$ cat config.mk
export PLATFORM = sky130hd
export DESIGN_NAME = alu_result_serializer
export DESIGN_NICKNAME = d
export VERILOG_FILES = /design/src/rtl/alu_sys_pkg.sv /design/src/rtl/result_fifo.sv /design/src/rtl/alu_result_serializer.sv
export SDC_FILE = /design/constraint.sdc
export NUM_CORES = 1
export LEC_CHECK = 0
export ABC_AREA = 1
export CAP_MARGIN = 20
export CORE_MARGIN = 2
export CORE_UTILIZATION = 57
export DETAILED_ROUTE_END_ITERATION = 8
export PLACE_DENSITY = 0.8
export SYNTH_ARGS = -nofsm -noshare
export SYNTH_HDL_FRONTEND = slang
export SYNTH_SLANG_ARGS = --single-unit
$ cat constraint.sdc
create_clock -name i_Ref_clk -period 3.05 [get_ports i_Ref_clk]
set_clock_uncertainty 0.1 [all_clocks]
set_input_delay 0.305 -clock i_Ref_clk [delete_from_list [all_inputs] [get_ports i_Ref_clk]]
set_output_delay 0.305 -clock i_Ref_clk [all_outputs]
set_load 0.03 [all_outputs]
$ cat src/rtl/alu_sys_pkg.sv
// Shared types and constants for the ALU result output path.
// Imported by the serializer and its result FIFO.
package alu_sys_pkg;

   localparam int BYTE_W = 8;
   localparam int DEF_RES_WIDTH = 16;

   typedef enum logic {
      IDLE = 1'b0,
      SEND = 1'b1
   } state_e;

endpackage

$ cat src/rtl/result_fifo.sv
// Single-clock result FIFO with wrap-around pointers and a separate count.
// A push into a full FIFO is taken only when a pop happens in the same cycle.
module result_fifo
   import alu_sys_pkg::*;
#(
   parameter int WIDTH = DEF_RES_WIDTH,
   parameter int DEPTH = 4
) (
   input  logic                         clk,
   input  logic                         rst,
   input  logic                         push,
   input  logic [WIDTH-1:0]             wdata,
   input  logic                         pop,
   output logic [WIDTH-1:0]             rdata,
   output logic                         full,
   output logic                         empty,
   output logic [$clog2(DEPTH+1)-1:0]   count
);

   localparam int PTR_W = $clog2(DEPTH);
   localparam int CNT_W = $clog2(DEPTH+1);

   logic [WIDTH-1:0] mem_q [DEPTH];
   logic [PTR_W-1:0] wr_ptr_q, wr_ptr_d;
   logic [PTR_W-1:0] rd_ptr_q, rd_ptr_d;
   logic [CNT_W-1:0] count_q, count_d;
   logic             do_push;
   logic             do_pop;

   assign full  = (count_q == CNT_W'(DEPTH));
   assign empty = (count_q == '0);
   assign count = count_q;
   assign rdata = mem_q[rd_ptr_q];

   assign do_pop  = pop & ~empty;
   assign do_push = push & (~full | do_pop);

   always_comb begin
      wr_ptr_d = wr_ptr_q + PTR_W'(do_push);
      rd_ptr_d = rd_ptr_q + PTR_W'(do_pop);
      count_d  = count_q;
      if (do_push & ~do_pop) begin
         count_d = count_q + 1'b1;
      end else if (do_pop & ~do_push) begin
         count_d = count_q - 1'b1;
      end
   end

   always_ff @(posedge clk) begin
      if (rst) begin
         wr_ptr_q <= '0;
         rd_ptr_q <= '0;
         count_q  <= '0;
      end else begin
         wr_ptr_q <= wr_ptr_d;
         rd_ptr_q <= rd_ptr_d;
         count_q  <= count_d;
      end
   end

   // Storage needs no reset: the count gates every read.
   always_ff @(posedge clk) begin
      if (do_push) begin
         mem_q[wr_ptr_q] <= wdata;
      end
   end

endmodule

$ cat src/rtl/alu_result_serializer.sv
// Buffers ALU results and sends each one LSB-first as bytes over valid/ready.
// Results arriving while the buffer is full are dropped and flagged.
module alu_result_serializer
   import alu_sys_pkg::*;
#(
   parameter int RES_WIDTH = DEF_RES_WIDTH,
   parameter int DEPTH     = 4
) (
   input  logic                         i_Ref_clk,
   input  logic                         i_rst,
   input  logic [RES_WIDTH-1:0]         i_alu_out,
   input  logic                         i_Vid_ALU,
   output logic [BYTE_W-1:0]            o_tx_data,
   output logic                         o_tx_valid,
   input  logic                         i_tx_ready,
   output logic [$clog2(DEPTH+1)-1:0]   o_level,
   output logic                         o_busy,
   output logic                         o_overflow,
   input  logic                         i_ovf_clr
);

   localparam int NBYTES = RES_WIDTH / BYTE_W;
   localparam int IDX_W  = (NBYTES > 1) ? $clog2(NBYTES) : 1;

   logic [RES_WIDTH-1:0] head;
   logic                 full;
   logic                 empty;
   logic                 push;
   logic                 pop;
   logic                 xfer;
   logic                 last;

   state_e               state_q, state_d;
   logic [RES_WIDTH-1:0] shift_q, shift_d;
   logic [IDX_W-1:0]     idx_q, idx_d;
   logic                 valid_q, valid_d;
   logic                 ovf_q, ovf_d;

   result_fifo #(
      .WIDTH (RES_WIDTH),
      .DEPTH (DEPTH)
   ) u_fifo (
      .clk   (i_Ref_clk),
      .rst   (i_rst),
      .push  (push),
      .wdata (i_alu_out),
      .pop   (pop),
      .rdata (head),
      .full  (full),
      .empty (empty),
      .count (o_level)
   );

   assign xfer = valid_q & i_tx_ready;
   assign last = (idx_q == IDX_W'(NBYTES-1));
   assign push = i_Vid_ALU & (~full | pop);

   always_comb begin
      state_d = state_q;
      shift_d = shift_q;
      idx_d   = idx_q;
      valid_d = valid_q;
      pop     = 1'b0;
      unique case (state_q)
         IDLE: begin
            if (!empty) begin
               pop     = 1'b1;
               shift_d = head;
               idx_d   = '0;
               valid_d = 1'b1;
               state_d = SEND;
            end
         end
         SEND: begin
            if (xfer) begin
               if (!last) begin
                  shift_d = shift_q >> BYTE_W;
                  idx_d   = idx_q + 1'b1;
               end else if (!empty) begin
                  pop     = 1'b1;
                  shift_d = head;
                  idx_d   = '0;
               end else begin
                  valid_d = 1'b0;
                  state_d = IDLE;
               end
            end
         end
         default: state_d = IDLE;
      endcase
   end

   // A drop in the same cycle as a clear leaves the flag set.
   assign ovf_d = (i_Vid_ALU & ~push) | (ovf_q & ~i_ovf_clr);

   always_ff @(posedge i_Ref_clk) begin
      if (i_rst) begin
         state_q <= IDLE;
         shift_q <= '0;
         idx_q   <= '0;
         valid_q <= 1'b0;
         ovf_q   <= 1'b0;
      end else begin
         state_q <= state_d;
         shift_q <= shift_d;
         idx_q   <= idx_d;
         valid_q <= valid_d;
         ovf_q   <= ovf_d;
      end
   end

   assign o_tx_data  = shift_q[BYTE_W-1:0];
   assign o_tx_valid = valid_q;
   assign o_overflow = ovf_q;
   assign o_busy     = (state_q != IDLE) | ~empty;

endmodule

; Word level (Yosys, flattened, before mapping)
; Memories as Yosys holds them, arrays and structs flattened. A register that Yosys moved wholly into a read port is not among the register bits.
; Index checks and enable logic that the tools add are counted.
[classes]
n_addsub = 5
multipliers = 0
div = 0
magnitude_cmp = 0
eq_ne = 5
shift = 0
n_mux = 26
bitwise = 19
n_reduce_logical = 4
[op_table]
columns = operator, count
row1 = $mux 16, 3
row2 = $pmux 16 s2, 1
row3 = $mux 1, 15
row4 = $and 1x1->1, 8
row5 = $pmux 1 s2, 4
row6 = $not 1->1, 7
row7 = $mux 3, 2
row8 = $ne 2x2->1 const B, 3
row9 = $add 2x1->2, 2
row10 = $or 1x1->1, 4
row11 = $reduce_and 4->1, 1
row12 = $add 3x1->3 const B, 1
row13 = $eq 3x3->1 const B, 1
row14 = $logic_not 3->1, 1
row15 = $sub 3x1->3 const B, 1
row16 = $mux 2, 1
row17 = $ne 2x1->1 const B, 1
row18 = $reduce_and 2->1, 1
row19 = $reduce_bool 2->1, 1
row20 = $add 1x1->1 const B, 1
[totals]
reg_bits = 27
latchBits = 0
ramBits = 64
mem_bits_ro = 0
in_bits = 21
out_inout_bits = 14
wordCells = 68
mem_count = 1
[memory_table]
columns = name, words, word_bits, rd, rd_ports_with_merged_regs, write_ports, line
row1 = u_fifo.mem_q, 4, 16, 1, 1, 1, result_fifo.sv:23  ; logic [WIDTH-1:0] mem_q [DEPTH];

; Logic depth before layout (Yosys ltp)
[logic_depth]
ltp_word = 12
mapped_depth = 14
depth_no_buf = 14

; By module
; A second synthesis with hierarchy kept.
[unflattened]
hier_cells = 344
hier_area_um2 = 3727.3
[modules_own_cells]
columns = module, instances, cells_per_inst, area_each_um2, seq_area_each_um2
row1 = result_fifo, 1, 211, 2757.6, 2062.0
row2 = alu_result_serializer, 1, 133, 969.7, 400.4

; Worst setup path before layout
; Ideal clock, no wire load.
[synth_timing]
path_kind = register to register
startpoint = register valid_q (netlist: o_tx_valid)
endpoint = memory u_fifo.mem_q[0][0] (netlist bit) (enable)
setup_time_ns = 0.409
arrival_ns = 2.183
t_required_ns = 2.541
slack_ns = 0.358
stages_incl_launch_ff = 7
path_buffers = 0
synth_period_minus_slack_ns = 2.692
path_cell_list = dfxtp_1 -> nand2_1 -> nand2_1 -> nand2_1 -> nand3_1 -> nand2_1 -> nor3_1
[synth_via]
elab_chain_len = 8
word_cells_on_any_way = 10
cone_classes = mux (4) / bitwise (6)
[synth_lines]
columns = element, line
row1 = "start, declared", alu_result_serializer.sv:36  ; logic valid_q, valid_d;
row2 = "start signal, assigned", alu_result_serializer.sv:107  ; valid_q <= valid_d;
row3 = $and 1x1->1 *, alu_result_serializer.sv:54  ; assign xfer = valid_q & i_tx_ready;
row4 = $mux 1 *, alu_result_serializer.sv:75  ; if (xfer) begin
row5 = $pmux 1 s2 *, alu_result_serializer.sv:64  ; unique case (state_q)
row6 = $or 1x1->1 or $and 1x1->1 (tied branches), "alu_result_serializer.sv:56, result_fifo.sv:35"
row7 = $and 1x1->1 or $or 1x1->1 (tied branches), "alu_result_serializer.sv:56, result_fifo.sv:36"
row8 = $and 1x1->1 *, result_fifo.sv:36  ; assign do_push = push & (~full | do_pop);
row9 = $mux 1 *, result_fifo.sv:63  ; if (do_push) begin
row10 = $mux 1 (implied by the code) *, result_fifo.sv:64  ; mem_q[wr_ptr_q] <= wdata;
row11 = "end, declared", result_fifo.sv:23
; Mark *: on every way between the ends. The rest lies on a longest branch, timed or not.

; Worst setup path after layout
[layout_timing]
startpoint = register state_q
endpoint = register u_fifo.count_q[2] (netlist: u_fifo.count[2])
[layout_via]
elab_chain_len = 8
word_cells_on_any_way = 13
cone_classes = mux (2) / bitwise (10) / reduce/logical (1)
[layout_lines]
columns = element, line
row1 = "start, declared", alu_result_serializer.sv:33  ; state_e state_q, state_d;
row2 = "start signal, assigned", alu_result_serializer.sv:104  ; state_q <= state_d;
row3 = $not 1->1, --
row4 = $pmux 1 s2 *, alu_result_serializer.sv:64
row5 = $or 1x1->1 or $and 1x1->1 (tied branches), "alu_result_serializer.sv:56, result_fifo.sv:35"
row6 = $and 1x1->1 or $or 1x1->1 (tied branches), "alu_result_serializer.sv:56, result_fifo.sv:36"
row7 = $and 1x1->1, result_fifo.sv:36
row8 = $not 1->1, result_fifo.sv:44  ; end else if (do_pop & ~do_push) begin
row9 = $and 1x1->1, result_fifo.sv:44
row10 = $reduce_bool 2->1 (no source line), --
row11 = "end signal, assigned", result_fifo.sv:57  ; count_q <= count_d;
row12 = "end, declared", result_fifo.sv:26  ; logic [CNT_W-1:0] count_q, count_d;
; Marked as above.
; A chain may end at the register's enable or synchronous reset.

==> flow_summary.ini <==
[placed_design]
gp_congestion = 0.783
portBuffers = 34
dp_cells = 511
pre_cts_slack_ps = 424
hpwl_um = 4670

[sta]
tns_ps = 0
final.period_utilization_pct = 78.1
hold_viol = 0
finalSetupViolations = 0
maxSlewViolCount = 0
fin_ws_ps = 668
tightestPinTransition_ps = 694
rsz0062_at_grt = false
fmax_mhz = 420
max-slew-margin-rel_pct = 53.7
period_needed_ps = 2380

[cts]
cts_resized = 0
cts_buffer_depth = 2
clk-insertion-delay-late_ps = 360
cts_tree = built
path_clk_slew_ps = 90
h-tree-depth = 3
cts-root-buf = clkbuf_8
numClockSinks = 91
cts_buffers = 9
cts_hold_buf = 0
postCtsSetupRepairBufs = 0

[cells_and_area]
fin_cells = 527
final_common_cell = nand2_1
drive_above_1_share_pct = 8.95
final_cell_mix = nand2_1, inv_1, edfxtp_1
syn2layout_area_growth_pct = 15.1
nets = 467
final_util_pct = 67.2
diodes = 0

[worst_setup_path]
endpoint = u_fifo.count[2]$_SDFFE_PP0P_
endpoint_kind = flip-flop
reg2regPathDepth = 14
cp.required_ps = 3210
rrSetupSlack_ps = 670
r2r-end = u_fifo.count[2]$_SDFFE_PP0P_
critPathKind = reg2reg
cp_max_fo = 18
worstReg2RegStart = state_q$_SDFF_PP0_
cp-start-kind = flip-flop
crit_path_start = state_q$_SDFF_PP0_
worstPathArrival_ps = 2540

[power]
powerDensity_nw_per_um2 = 911
leakagePower_nw = 1.87
peakVddDrop_mv = 0.430

[global_route]
grt_usage_pct = 20.2
grt-ovfl-total = 0
antenna_found_initial = 0
grt_pass1_vias = 2445
grt_pass1_wl_um = 11600
grt_max_degree = 34

[floorplanning]
dieArea_um2 = 7600
die_h_um = 87.2
initial_core_util_pct = 58.4
die_w_um = 87.2
ios = 35
core_um2 = 6760
rows = 30

[synthesis]
synth.avg_cell_area_um2 = 9.60
ys_ff_latch = 91
synthDistinctLibCells = 28
syn-num-nets = 436
syn_area_um2 = 3940
ys_warn_count = 0
synth_area_leaders = edfxtp_1, dfxtp_1, nand2_1
synth_top_area_share_pct = 48.7
syn_inst = 411
synth_top_area_cell = edfxtp_1
ys_seq_area_share_pct = 62.4

[routing]
drtAntennaViolNets = 0
first_pass_iters = 4
vias_per_cell = 5.20
drc = 0
routedWlPerCell_um = 13.8
first_iter_violations = 192
wl_um = 7260
via_count = 2741

[status]
status = completed

[worst_hold_path]
hp-class = reg2reg

[run]
drv_cap = 0
## Yosys cell counts (all sizes together)
| cell | n |
|---|---|
| clkbuf | 2 |
| ha | 3 |
| nor2 | 28 |
| edfxtp | 64 |
| nand3 | 19 |
| buf | 21 |
| a211oi | 1 |
| xnor2 | 2 |
| a21oi | 22 |
| nand2 | 100 |
| o22ai | 7 |
| inv | 73 |
| o21ai | 37 |
| dfxtp | 27 |
| nand4 | 1 |
| nor3 | 3 |
| fa | 1 |
## power by group
group | total (mW) | internal (mW) | switching [mW]
sequential | 1.70 | 1.55 | 0.145
combinational | 1.54 | 0.560 | 0.983
clock | 0.895 | 0.468 | 0.427
total | 4.14 | 2.58 | 1.55
## sequential cells by signal, indices dropped and copies added (netlist names)
signal,count
u_fifo.rd_ptr_q,2
o_overflow,1
u_fifo.mem_q,64
o_tx_valid,1
u_fifo.count,3
shift_q,16
idx_q,1
u_fifo.wr_ptr_q,2
state_q,1
## stage by stage
stage	area (um^2)	power [mW]	hold slack, ps
final	4540	4.14	365
after global routing	4540	4.41	389
after CTS	4540	4.15	368
after detailed placement	4310	3.26	353
after global placement	4310	3.21	351
after floorplan	3940	2.88	274
## worst max-delay path: stages (launching register included)
cell and delay [ps]:
dfxtp_1 350, inv_2 80, nor2_4 60, inv_4 140, nand2_1 130, nand3_1 90, nand2_1 140, inv_1 120
ha_1 150, inv_1 70, fa_1 380, a21oi_1 140, o21ai_0 110, o21ai_0 170, a21oi_1 50
## routing by layer
metal / part of all wire, % / vias up / track usage, %
met2: 49 / 57 / 32.0
met4: 1.5 / 0 / 6.85
met5: 0 / - / 0
met3: 4.5 / 9 / 4.93
li1: - / 1376 / -
met1: 45 / 1299 / 27.4
## how the worst min path moves through the flow
stage                              from                       end  cells after the start
2_1_floorplan                     i_rst  shift_q[14]$_SDFFE_PP0P_                      1
3_3_place_gp      o_overflow$_SDFF_PP0_     o_overflow$_SDFF_PP0_                      2
3_5_place_dp   shift_q[13]$_SDFFE_PP0P_  shift_q[13]$_SDFFE_PP0P_                      2
4_1_cts        shift_q[13]$_SDFFE_PP0P_  shift_q[13]$_SDFFE_PP0P_                      2
5_1_grt         shift_q[8]$_SDFFE_PP0P_   shift_q[8]$_SDFFE_PP0P_                      2
6_report       shift_q[13]$_SDFFE_PP0P_  shift_q[13]$_SDFFE_PP0P_                      2
## kinds of logic after synthesis
logic type      Yosys count  synth area share [%]
simple gates            151                  15.6
buf+inv                  96                  10.8
flops                    91                  62.4
compound gates           67                  9.26
fa+ha+maj                 4                  1.46
xor+xnor                  2                 0.444
## layout make-up
cell class              instances  area [um^2]
multi-input cells             224         1070
clock inverters                 7          100
inverters                      73          277
well taps                      80          100
clock buffers                   9          124
fillers                       508         2220
flip-flops and latches         91         2460
repair buffers                 43          408
No activity file was read; power rests on OpenSTA's default activity.
